`src/rtl/sprite_line_fetcher_if.sv`:
```
// Fetch request handshake plus sprite ROM bus shared by the line fetcher and its surroundings.
// The fetcher is the initiator (master); the scanline controller and ROM sit on the slave side.
interface sprite_line_fetcher_if #(
  parameter int unsigned ADDR_W = 10,
  parameter int unsigned IDX_W  = 3
) ();
  logic              start;
  logic [9:0]        line_y;
  logic [9:0]        sprite_x;
  logic [9:0]        sprite_y;
  logic              flip_h;
  logic              busy;
  logic              done;
  logic [ADDR_W-1:0] rom_address;
  logic [IDX_W-1:0]  rom_q;

  modport master (
    input  start, line_y, sprite_x, sprite_y, flip_h, rom_q,
    output busy, done, rom_address
  );

  modport slave (
    output start, line_y, sprite_x, sprite_y, flip_h, rom_q,
    input  busy, done, rom_address
  );
endinterface

```
`src/rtl/sprite_line_fetcher.sv`:
```
// Prefetches one sprite row from the pattern ROM into a back line buffer during hblank, swaps it
// to the front on completion, and serves registered palette index / opacity by draw_x.
module sprite_line_fetcher #(
  parameter int unsigned SPR_W      = 32,
  parameter int unsigned SPR_H      = 32,
  parameter int unsigned ADDR_W     = 10,
  parameter int unsigned IDX_W      = 3,
  parameter int unsigned TRANSP_IDX = 0
) (
  input  logic                 clock,
  input  logic                 reset_n,
  sprite_line_fetcher_if.master fetch,
  input  logic [9:0]           draw_x,
  output logic [IDX_W-1:0]     pix_idx,
  output logic                 pix_valid
);

  localparam int unsigned ColW = $clog2(SPR_W);
  localparam int unsigned RowW = ADDR_W - ColW;
  localparam logic [ColW-1:0]  ColMax    = ColW'(SPR_W - 1);
  localparam logic [9:0]       SprW10    = 10'(SPR_W);
  localparam logic [9:0]       SprH10    = 10'(SPR_H);
  localparam logic [IDX_W-1:0] TranspIdx = IDX_W'(TRANSP_IDX);

  typedef enum logic [1:0] {StIdle, StFetch, StDrain, StDone} state_e;

  state_e              state_q, state_d;
  logic [ColW-1:0]     col_q, col_d;
  logic [RowW-1:0]     row_q, row_d;
  logic                flip_q, flip_d;
  logic                sel_q, sel_d;
  logic [1:0]          hit_q, hit_d;
  logic [1:0][9:0]     x_q, x_d;
  logic [ADDR_W-1:0]   rom_address_q, rom_address_d;
  logic [IDX_W-1:0]    pix_idx_q, pix_idx_d;
  logic                pix_valid_q, pix_valid_d;

  logic [IDX_W-1:0]    buf_q [2][SPR_W];
  logic                wr_en;
  logic [ColW-1:0]     wr_col;
  logic                back;
  logic [9:0]          row_in;
  logic                row_hit;

  // SPR_W is a power of two, so the mirrored column is simply the bitwise complement.
  function automatic logic [ADDR_W-1:0] addr_of(logic [RowW-1:0] r, logic [ColW-1:0] c,
                                                logic f);
    return {r, f ? ~c : c};
  endfunction

  assign back    = ~sel_q;
  assign row_in  = fetch.line_y - fetch.sprite_y;
  assign row_hit = (fetch.line_y >= fetch.sprite_y) && (row_in < SprH10);

  always_comb begin
    state_d       = state_q;
    col_d         = col_q;
    row_d         = row_q;
    flip_d        = flip_q;
    sel_d         = sel_q;
    hit_d         = hit_q;
    x_d           = x_q;
    rom_address_d = rom_address_q;
    wr_en         = 1'b0;
    wr_col        = col_q - ColW'(1);
    unique case (state_q)
      StIdle: begin
        if (fetch.start) begin
          flip_d     = fetch.flip_h;
          x_d[back]  = fetch.sprite_x;
          if (row_hit) begin
            row_d         = row_in[RowW-1:0];
            col_d         = '0;
            rom_address_d = addr_of(row_in[RowW-1:0], '0, fetch.flip_h);
            state_d       = StFetch;
          end else begin
            hit_d[back] = 1'b0;
            state_d     = StDone;
          end
        end
      end
      StFetch: begin
        // ROM data lags the address by one cycle, so col_q-1 is being returned now.
        wr_en = (col_q != '0);
        if (col_q == ColMax) begin
          state_d = StDrain;
        end else begin
          col_d         = col_q + ColW'(1);
          rom_address_d = addr_of(row_q, col_q + ColW'(1), flip_q);
        end
      end
      StDrain: begin
        wr_en       = 1'b1;
        wr_col      = ColMax;
        hit_d[back] = 1'b1;
        state_d     = StDone;
      end
      StDone: begin
        sel_d   = ~sel_q;
        state_d = StIdle;
      end
      default: state_d = StIdle;
    endcase
  end

  logic [9:0]       front_x;
  logic [9:0]       dx;
  logic             in_span;
  logic [IDX_W-1:0] front_pix;

  always_comb begin
    front_x     = x_q[sel_q];
    dx          = draw_x - front_x;
    in_span     = hit_q[sel_q] && (draw_x >= front_x) && (dx < SprW10);
    front_pix   = buf_q[sel_q][dx[ColW-1:0]];
    pix_idx_d   = in_span ? front_pix : '0;
    pix_valid_d = in_span && (front_pix != TranspIdx);
  end

  always_ff @(posedge clock or negedge reset_n) begin
    if (!reset_n) begin
      state_q       <= StIdle;
      col_q         <= '0;
      row_q         <= '0;
      flip_q        <= 1'b0;
      sel_q         <= 1'b0;
      hit_q         <= '0;
      x_q           <= '0;
      rom_address_q <= '0;
      pix_idx_q     <= '0;
      pix_valid_q   <= 1'b0;
    end else begin
      state_q       <= state_d;
      col_q         <= col_d;
      row_q         <= row_d;
      flip_q        <= flip_d;
      sel_q         <= sel_d;
      hit_q         <= hit_d;
      x_q           <= x_d;
      rom_address_q <= rom_address_d;
      pix_idx_q     <= pix_idx_d;
      pix_valid_q   <= pix_valid_d;
    end
  end

  // Line buffer contents need no reset; the hit flags gate every read.
  always_ff @(posedge clock) begin
    if (wr_en) begin
      buf_q[back][wr_col] <= fetch.rom_q;
    end
  end

  assign fetch.rom_address = rom_address_q;
  assign fetch.busy        = (state_q == StFetch) || (state_q == StDrain);
  assign fetch.done        = (state_q == StDone);
  assign pix_idx           = pix_idx_q;
  assign pix_valid         = pix_valid_q;

endmodule

```
`src/flat_wrapper.sv`:
```
// flat-port wrapper written by rule: the top's interface ports become plain ports
module sprite_line_fetcher_flat 
#(
  parameter int unsigned SPR_W      = 32,
  parameter int unsigned SPR_H      = 32,
  parameter int unsigned ADDR_W     = 10,
  parameter int unsigned IDX_W      = 3,
  parameter int unsigned TRANSP_IDX = 0
)
  (clock, reset_n, draw_x, pix_idx, pix_valid, fetch_start, fetch_line_y, fetch_sprite_x, fetch_sprite_y, fetch_flip_h, fetch_rom_q, fetch_busy, fetch_done, fetch_rom_address);
  sprite_line_fetcher_if #(.ADDR_W(ADDR_W), .IDX_W(IDX_W)) fetch_i ();
  input  logic clock;
  input  logic reset_n;
  input  logic [9:0] draw_x;
  output logic [IDX_W-1:0] pix_idx;
  output logic pix_valid;
  input wire logic [$bits(fetch_i.start)-1:0] fetch_start;
  input wire logic [$bits(fetch_i.line_y)-1:0] fetch_line_y;
  input wire logic [$bits(fetch_i.sprite_x)-1:0] fetch_sprite_x;
  input wire logic [$bits(fetch_i.sprite_y)-1:0] fetch_sprite_y;
  input wire logic [$bits(fetch_i.flip_h)-1:0] fetch_flip_h;
  input wire logic [$bits(fetch_i.rom_q)-1:0] fetch_rom_q;
  output wire logic [$bits(fetch_i.busy)-1:0] fetch_busy;
  output wire logic [$bits(fetch_i.done)-1:0] fetch_done;
  output wire logic [$bits(fetch_i.rom_address)-1:0] fetch_rom_address;
  assign fetch_i.start = fetch_start;
  assign fetch_i.line_y = fetch_line_y;
  assign fetch_i.sprite_x = fetch_sprite_x;
  assign fetch_i.sprite_y = fetch_sprite_y;
  assign fetch_i.flip_h = fetch_flip_h;
  assign fetch_i.rom_q = fetch_rom_q;
  assign fetch_busy = fetch_i.busy;
  assign fetch_done = fetch_i.done;
  assign fetch_rom_address = fetch_i.rom_address;
  sprite_line_fetcher #(.SPR_W(SPR_W), .SPR_H(SPR_H), .ADDR_W(ADDR_W), .IDX_W(IDX_W), .TRANSP_IDX(TRANSP_IDX)) u_core (.clock(clock), .reset_n(reset_n), .fetch(fetch_i), .draw_x(draw_x), .pix_idx(pix_idx), .pix_valid(pix_valid));
endmodule
```
`config.mk`:
```
export PLATFORM = sky130hd
export DESIGN_NAME = sprite_line_fetcher_flat
export DESIGN_NICKNAME = d
export VERILOG_FILES = /design/src/rtl/sprite_line_fetcher_if.sv /design/src/rtl/sprite_line_fetcher.sv /design/src/flat_wrapper.sv
export SDC_FILE = /design/constraint.sdc
export NUM_CORES = 1
export LEC_CHECK = 0
export ABC_AREA = 1
export CAP_MARGIN = 20
export CORE_ASPECT_RATIO = 0.8
export CORE_MARGIN = 4
export CORE_UTILIZATION = 62
export CTS_BUF_LIST = sky130_fd_sc_hd__clkbuf_8
export DETAILED_ROUTE_END_ITERATION = 7
export GPL_TIMING_DRIVEN = 0
export PLACE_DENSITY = 0.8
export SYNTH_ARGS = -nofsm -noshare
export SYNTH_HDL_FRONTEND = slang
export SYNTH_SLANG_ARGS = --single-unit
```
`constraint.sdc`:
```
create_clock -name clock -period 4.2 [get_ports clock]
set_input_delay 0.84 -clock clock [delete_from_list [all_inputs] [get_ports clock]]
set_output_delay 0.84 -clock clock [all_outputs]
set_load 0.02 [all_outputs]
```
==> results.md, run 1 <==
* Gate Count Post-Synth at 1252
* Residual DRC at 0
* Die W at 162 µm
* Worst slew margin at 41.0%
* GRT Total Usage at 30.4%
* Worst skew pair latency at 0.54 ns
* CTS tree: done
* Min Hold Slack at 0.197 ns
* Placed cell area at 0.0128 mm²
* Detailed-route vias per instance at 5.89
* Netlist cell types at 35
* RePlAce Congestion at 0.949
* N_diodes at 0
* Final setup violation count at 0
* Post-synth ARST share at 20.7%
* CTS H-tree depth at 2
* Vias in the first global route at 9281
* Number of flops mapped to enable cells by yosys at 192
* WP data arrival at 4.43 ns
* Max-cap violations at 0
* Clk pin slew, worst setup/hold paths at 0.08 ns
* PortBufs at 62
* Data required time at the worst endpoint at 4.61 ns
* Pin count of the biggest net entering global routing at 45
* RSZ-0062 raised after global routing: false
* Area grow syn2layout at 14.3%
* Design area at 0.0135 mm²
* Layout cell share with drive strength beyond 1 at 7.01%
* R2R Path End: u_core.pix_valid$_DFF_PN0_
* Hpwl dp at 21800 µm
* Ranking of synthesized cells by area: edfxtp_1 (49%), nand2_1 (12%), dfrtp_1 (11%)
* Post-Syn Nets at 1329
* Seq/Total Area, Yosys at 59.6%
* Initial cell density of the core at 64.0%
* Worst setup startpoint: u_core.sel_q$_DFFE_PN0P_
* Final wirelength at 32300 µm
* Clock Tree Buf Depth at 3
* Routed Antenna Nets at 0
* Critical path type: flop to flop
* Die H at 131 µm
* Hold Violations, Final at 0
* Initial antenna violation count at 0
* Synth warn at 0
* Drt wl/cell at 19.8 µm
* Setup TNS at 0 ns
* Clock sinks at 242
* Core area at 0.0184 mm²
* Origin of the critical flop-to-flop path: u_core.sel_q$_DFFE_PN0P_
* Synth Area in XOR/XNOR at 0.595%
* Power Dens Cells at 736 mW/mm²
* Most common cell after layout, fill and taps aside: nand2_1
* Worst Max-Slew Pin Slew at 0.878 ns
* R2R Setup Slk at 0.19 ns
* Sequential cell area at 0.00702 mm²
* CP startpoint kind: flop
* Syn_area_per_cell at 9.40 µm²
* Fmax at 249 MHz
* # rows at 44
* Cells on worst reg2reg path at 18
* Crit path time final at 4.01 ns
* DRT Pass-1 Iters at 6
* I/O pin total at 63
* Static leakage at 5.66 nW
* Area taken by multi-input logic gates at 0.00409 mm²
* Syn Std Cell Area at 0.0118 mm²
* CTS Buf Count at 37
* Ys flop type: edfxtp_1
* Status: finished, final reports clean
* Root Driver: clkbuf_8
* Fillers at 1412
* Commonest non-fill, non-tap cells in the layout: nand2_1 (374), edfxtp_1 (192), nand3_1 (172)
* Nets at 1433
* Hold WC Path Type: primary input to asynchronous set/reset pin
* Post-synthesis compound-gate area fraction at 4.06%
* Initial DRC count at 1257
* Final worst path period share at 95.5%
* CP Capture Type: flop
* Total grt overflow at 0
* Via count at 9634
* Setup crit end: u_core.pix_valid$_DFF_PN0_
* Simple-gate area share of the yosys netlist at 26.0%
* Largest family of logic cells by synthesized area: simple AND/OR/NAND/NOR gates
* Adder-cell share of the synthesized area at 3.32%
* Full die area at 0.0213 mm²
* IR drop worst, VDD at 0.492 mV
* Largest area contributor in the netlist: edfxtp_1
* Synthesis-stage register bit count at 242
* Share of the synthesized area in the top cell type at 49.0%
* First-pass GRT wire length at 50000 µm
* Max-slew violations at 0
* Finished Core Util at 73.2%
* Crit path max fanout at 10
* Final Skew at 0.0185 ns
* Mux cell area share after synthesis at 0.680%
[routing by layer]
metal	share of wire, %	track usage, %	vias up
met5	0	0	-
met4	3.6	12.4	0
met3	14	9.86	118
met2	43	44.2	695
met1	40	42.7	4379
li1	-	-	4442
[how the worst min path moves through the flow]
stage | start | end | slack (ns) | cells past startpoint
after floorplan | flop | flop | 0.44 | 2
after global placement | u_core.row_q[2]$_DFFE_PN0P_ | u_core.row_q[2]$_DFFE_PN0P_ | 0.46 | 2
after detailed placement | u_core.fetch.rom_address[1]$_DFFE_PN0P_ | u_core.fetch.rom_address[1]$_DFFE_PN0P_ | 0.46 | 2
after CTS | reset_n | u_core.x_q[15]$_DFFE_PN0P_ | 0.19 | 1
after global routing | reset_n | u_core.x_q[15]$_DFFE_PN0P_ | 0.20 | 1
final | reset_n | u_core.x_q[15]$_DFFE_PN0P_ | 0.20 | 1
[power breakdown]
group	switching (mW)	internal, mW	total, mW
combinational	3.66	1.53	5.19
clock	0.915	0.878	1.79
sequential	0.115	2.81	2.92
[logic make-up (layout without fill, tap and decap cells)]
| kind of cell | count (synthesis) | in the layout |
|---|---|---|
| compound gates | 89 | 89 |
| xor+xnor | 8 | 8 |
| fa+ha+maj | 30 | 30 |
| buf+inv | 166 | 298 |
| flops | 242 | 242 |
| mux | 8 | 8 |
| simple gates | 709 | 709 |
[synthesized netlist by cell type (all sizes together), types with 4 or more instances]
cell type	instances
nand3	173
nand2	377
nand3b	9
xnor2	5
nand4	10
inv	106
ha	28
dfrtp	50
nor3	67
nor2	69
buf	34
or2	4
clkbuf	26
a21oi	20
edfxtp	192
o21ai	59
mux2i	8
[through the flow]
step	setup WS, ns	power [mW]	cells
final	0.187	9.91	1637
after CTS	0.0449	9.64	1638
after global routing	0.00261	10.4	1637
after floorplan	0.965	6.12	1252
after detailed placement	-0.487	7.84	1571
after global placement	-0.431	7.73	1567
[worst max-delay path: stages (launching register included)]
cell	delay, ns
dfrtp_1	0.36
buf_4	0.16
buf_4	0.18
buf_2	0.21
clkbuf_4	0.23
clkbuf_4	0.25
nand2_1	0.09
nand2_1	0.05
ha_1	0.21
fa_1	0.61
clkbuf_1	0.33
clkbuf_2	0.41
nand3_1	0.15
nand3_1	0.14
nand3_1	0.13
nand3_1	0.14
nand2_1	0.06
nor2_1	0.08
a21oi_1	0.07
[area by class of cell]
cell class	instances	area share, %
well taps	253	2.35
multi-input cells	844	30.4
plain buffers	59	2.20
inverters	106	2.96
clock buffers	40	4.09
repair buffers	66	5.06
flip-flops and latches	242	52.1
clock inverters	27	0.809
[sequential cells by signal, indices dropped and copies added (netlist names), named ones only]
signal and cells:
u_core.state_q 2, u_core.x_q 20, u_core.fetch.rom_address 10, u_core.pix_idx 3, u_core.flip_q 1, u_core.sel_q 1, u_core.row_q 5, u_core.buf_q 192
u_core.col_q 5, u_core.pix_valid 1
[what timing repair did]
| item | CTS | global route |
|---|---|---|
| resized for setup | 5 | 16 |
| hold buffers | 0 | 0 |
| cloned | 0 | 0 |
| setup buffers | 0 | 0 |
| setup endpoints to repair | 4 | 4 |
Power figures use the tool's default switching activity.
==> inputs of run 2 (changes only) <==
CAP_MARGIN = 10   (was 20)
==> run 2 against run 1 <==
Effect of this change: clock power is essentially flat; highest routed layer unchanged; combinational power is essentially flat; die area is the same.
==> results.md, run 2 (synthesized netlist as in run 1, its figures left out) <==
* Status: finished, final reports clean
* Initial DRC count at 1257
* Die H at 131 µm
* Detailed-route vias per instance at 5.89
* Layout cell share with drive strength beyond 1 at 7.01%
* Max-cap violations at 0
* Worst skew pair latency at 0.54 ns
* Origin of the critical flop-to-flop path: u_core.sel_q$_DFFE_PN0P_
* Clk pin slew, worst setup/hold paths at 0.08 ns
* Static leakage at 5.66 nW
* Die W at 162 µm
* RePlAce Congestion at 0.949
* Max-slew violations at 0
* PortBufs at 62
* Crit path max fanout at 10
* Drt wl/cell at 19.8 µm
* Hpwl dp at 21800 µm
* Most common cell after layout, fill and taps aside: nand2_1
* CP Capture Type: flop
* Hold_buf cts at 0
* Clock Tree Buf Depth at 3
* Min Hold Slack at 0.197 ns
* Initial cell density of the core at 64.0%
* Final worst path period share at 95.5%
* Vias in the first global route at 9281
* Max reg flops at 192
* Cells on worst reg2reg path at 18
* Area grow syn2layout at 14.3%
* IR drop worst, VDD at 0.492 mV
* Via count at 9634
* CTS tree: done
* I/O pin total at 63
* Final wirelength at 32300 µm
* Final Skew at 0.0185 ns
* Hold Violations, Final at 0
* Nets at 1433
* First-pass GRT wire length at 50000 µm
* Setup TNS at 0 ns
* Worst slew margin at 41.0%
* GRT Total Usage at 30.4%
* R2R Path End: u_core.pix_valid$_DFF_PN0_
* Routed Antenna Nets at 0
* CTS Buf Count at 37
* Top reg by flops: u_core.buf_q
* Clock sinks at 242
* # rows at 44
* WP data arrival at 4.43 ns
* R2R Setup Slk at 0.19 ns
* Data required time at the worst endpoint at 4.61 ns
* Core area at 0.0184 mm²
* Pin count of the biggest net entering global routing at 45
* RSZ-0062 raised after global routing: false
* Crit path time final at 4.01 ns
* Root Driver: clkbuf_8
* Placed cells at 1571
* Residual DRC at 0
* N_diodes at 0
* CP startpoint kind: flop
* Non-filler cells, final at 1637
* CTS H-tree depth at 2
* Critical path type: flop to flop
* Power Dens Cells at 736 mW/mm²
* Hold WC Path Type: primary input to asynchronous set/reset pin
* Initial antenna violation count at 0
* Full die area at 0.0213 mm²
* Commonest non-fill, non-tap cells in the layout: nand2_1 (374), edfxtp_1 (192), nand3_1 (172)
* Fmax at 249 MHz
* Worst Max-Slew Pin Slew at 0.878 ns
* Total grt overflow at 0
* DRT Pass-1 Iters at 6
* Final setup violation count at 0
[run 2: cell counts in the layout (fill, tap and decap cells not counted)]
Identical to the previous run, type by type.
[run 2: cell type report]
class	instances	area, µm²
clock buffers	40	551
multi-input cells	844	4090
flip-flops and latches	242	7020
clock inverters	27	109
plain buffers	59	297
inverters	106	398
well taps	253	317
fillers	1412	4930
repair buffers	66	681
[run 2: metrics by stage]
stage	worst slack, ns	total power, mW	instance area [µm²]	util [%]
after floorplan	0.965	6.12	11800	-
after global placement	-0.431	7.73	12700	69.1
after detailed placement	-0.487	7.84	12800	69.4
after CTS	0.0449	9.64	13400	73.1
after global routing	0.00261	10.4	13500	73.2
final	0.187	9.91	13500	73.2
[run 2: routing by layer]
metal	GRT usage, %	vias up	share of wire [%]
met2	44.2	695	43
met5	0	-	0
met1	42.7	4379	40
li1	-	4442	-
met3	9.86	118	14
met4	12.4	0	3.6
[run 2: worst max path at each step]
stage,startpoint,to,slack [ns],depth (start not counted)
floorplan,u_core.sel_q$_DFFE_PN0P_,u_core.pix_valid$_DFF_PN0_,0.96,20
global placement,u_core.sel_q$_DFFE_PN0P_,u_core.pix_valid$_DFF_PN0_,-0.43,20
detailed placement,u_core.sel_q$_DFFE_PN0P_,u_core.pix_valid$_DFF_PN0_,-0.49,19
CTS,u_core.sel_q$_DFFE_PN0P_,u_core.pix_valid$_DFF_PN0_,0.04,20
global route,u_core.sel_q$_DFFE_PN0P_,u_core.pix_valid$_DFF_PN0_,0.003,18
finish,u_core.sel_q$_DFFE_PN0P_,u_core.pix_valid$_DFF_PN0_,0.19,18
[run 2: worst max-delay path, cell delays in order, from the launching register on]
cell and delay [ns]:
dfrtp_1 0.36, buf_4 0.16, buf_4 0.18, buf_2 0.21, clkbuf_4 0.23, clkbuf_4 0.25, nand2_1 0.09, nand2_1 0.05
ha_1 0.21, fa_1 0.61, clkbuf_1 0.33, clkbuf_2 0.41, nand3_1 0.15, nand3_1 0.14, nand3_1 0.13, nand3_1 0.14
nand2_1 0.06, nor2_1 0.08, a21oi_1 0.07
[run 2: where the power goes]
group / internal (mW) / total, mW / switching, mW / leakage [nW]
Combinational: 1.53 / 5.19 / 3.66 / 2.90
Sequential: 2.81 / 2.92 / 0.115 / 2.37
Clock: 0.878 / 1.79 / 0.915 / 0.392
Total: 5.22 / 9.91 / 4.69 / 5.66
[run 2: what timing repair did]
action,4_1_cts,5_1_grt
setup endpoints to repair,4,4
resized for setup,5,16
buffers inserted,0,0
gates cloned,0,0
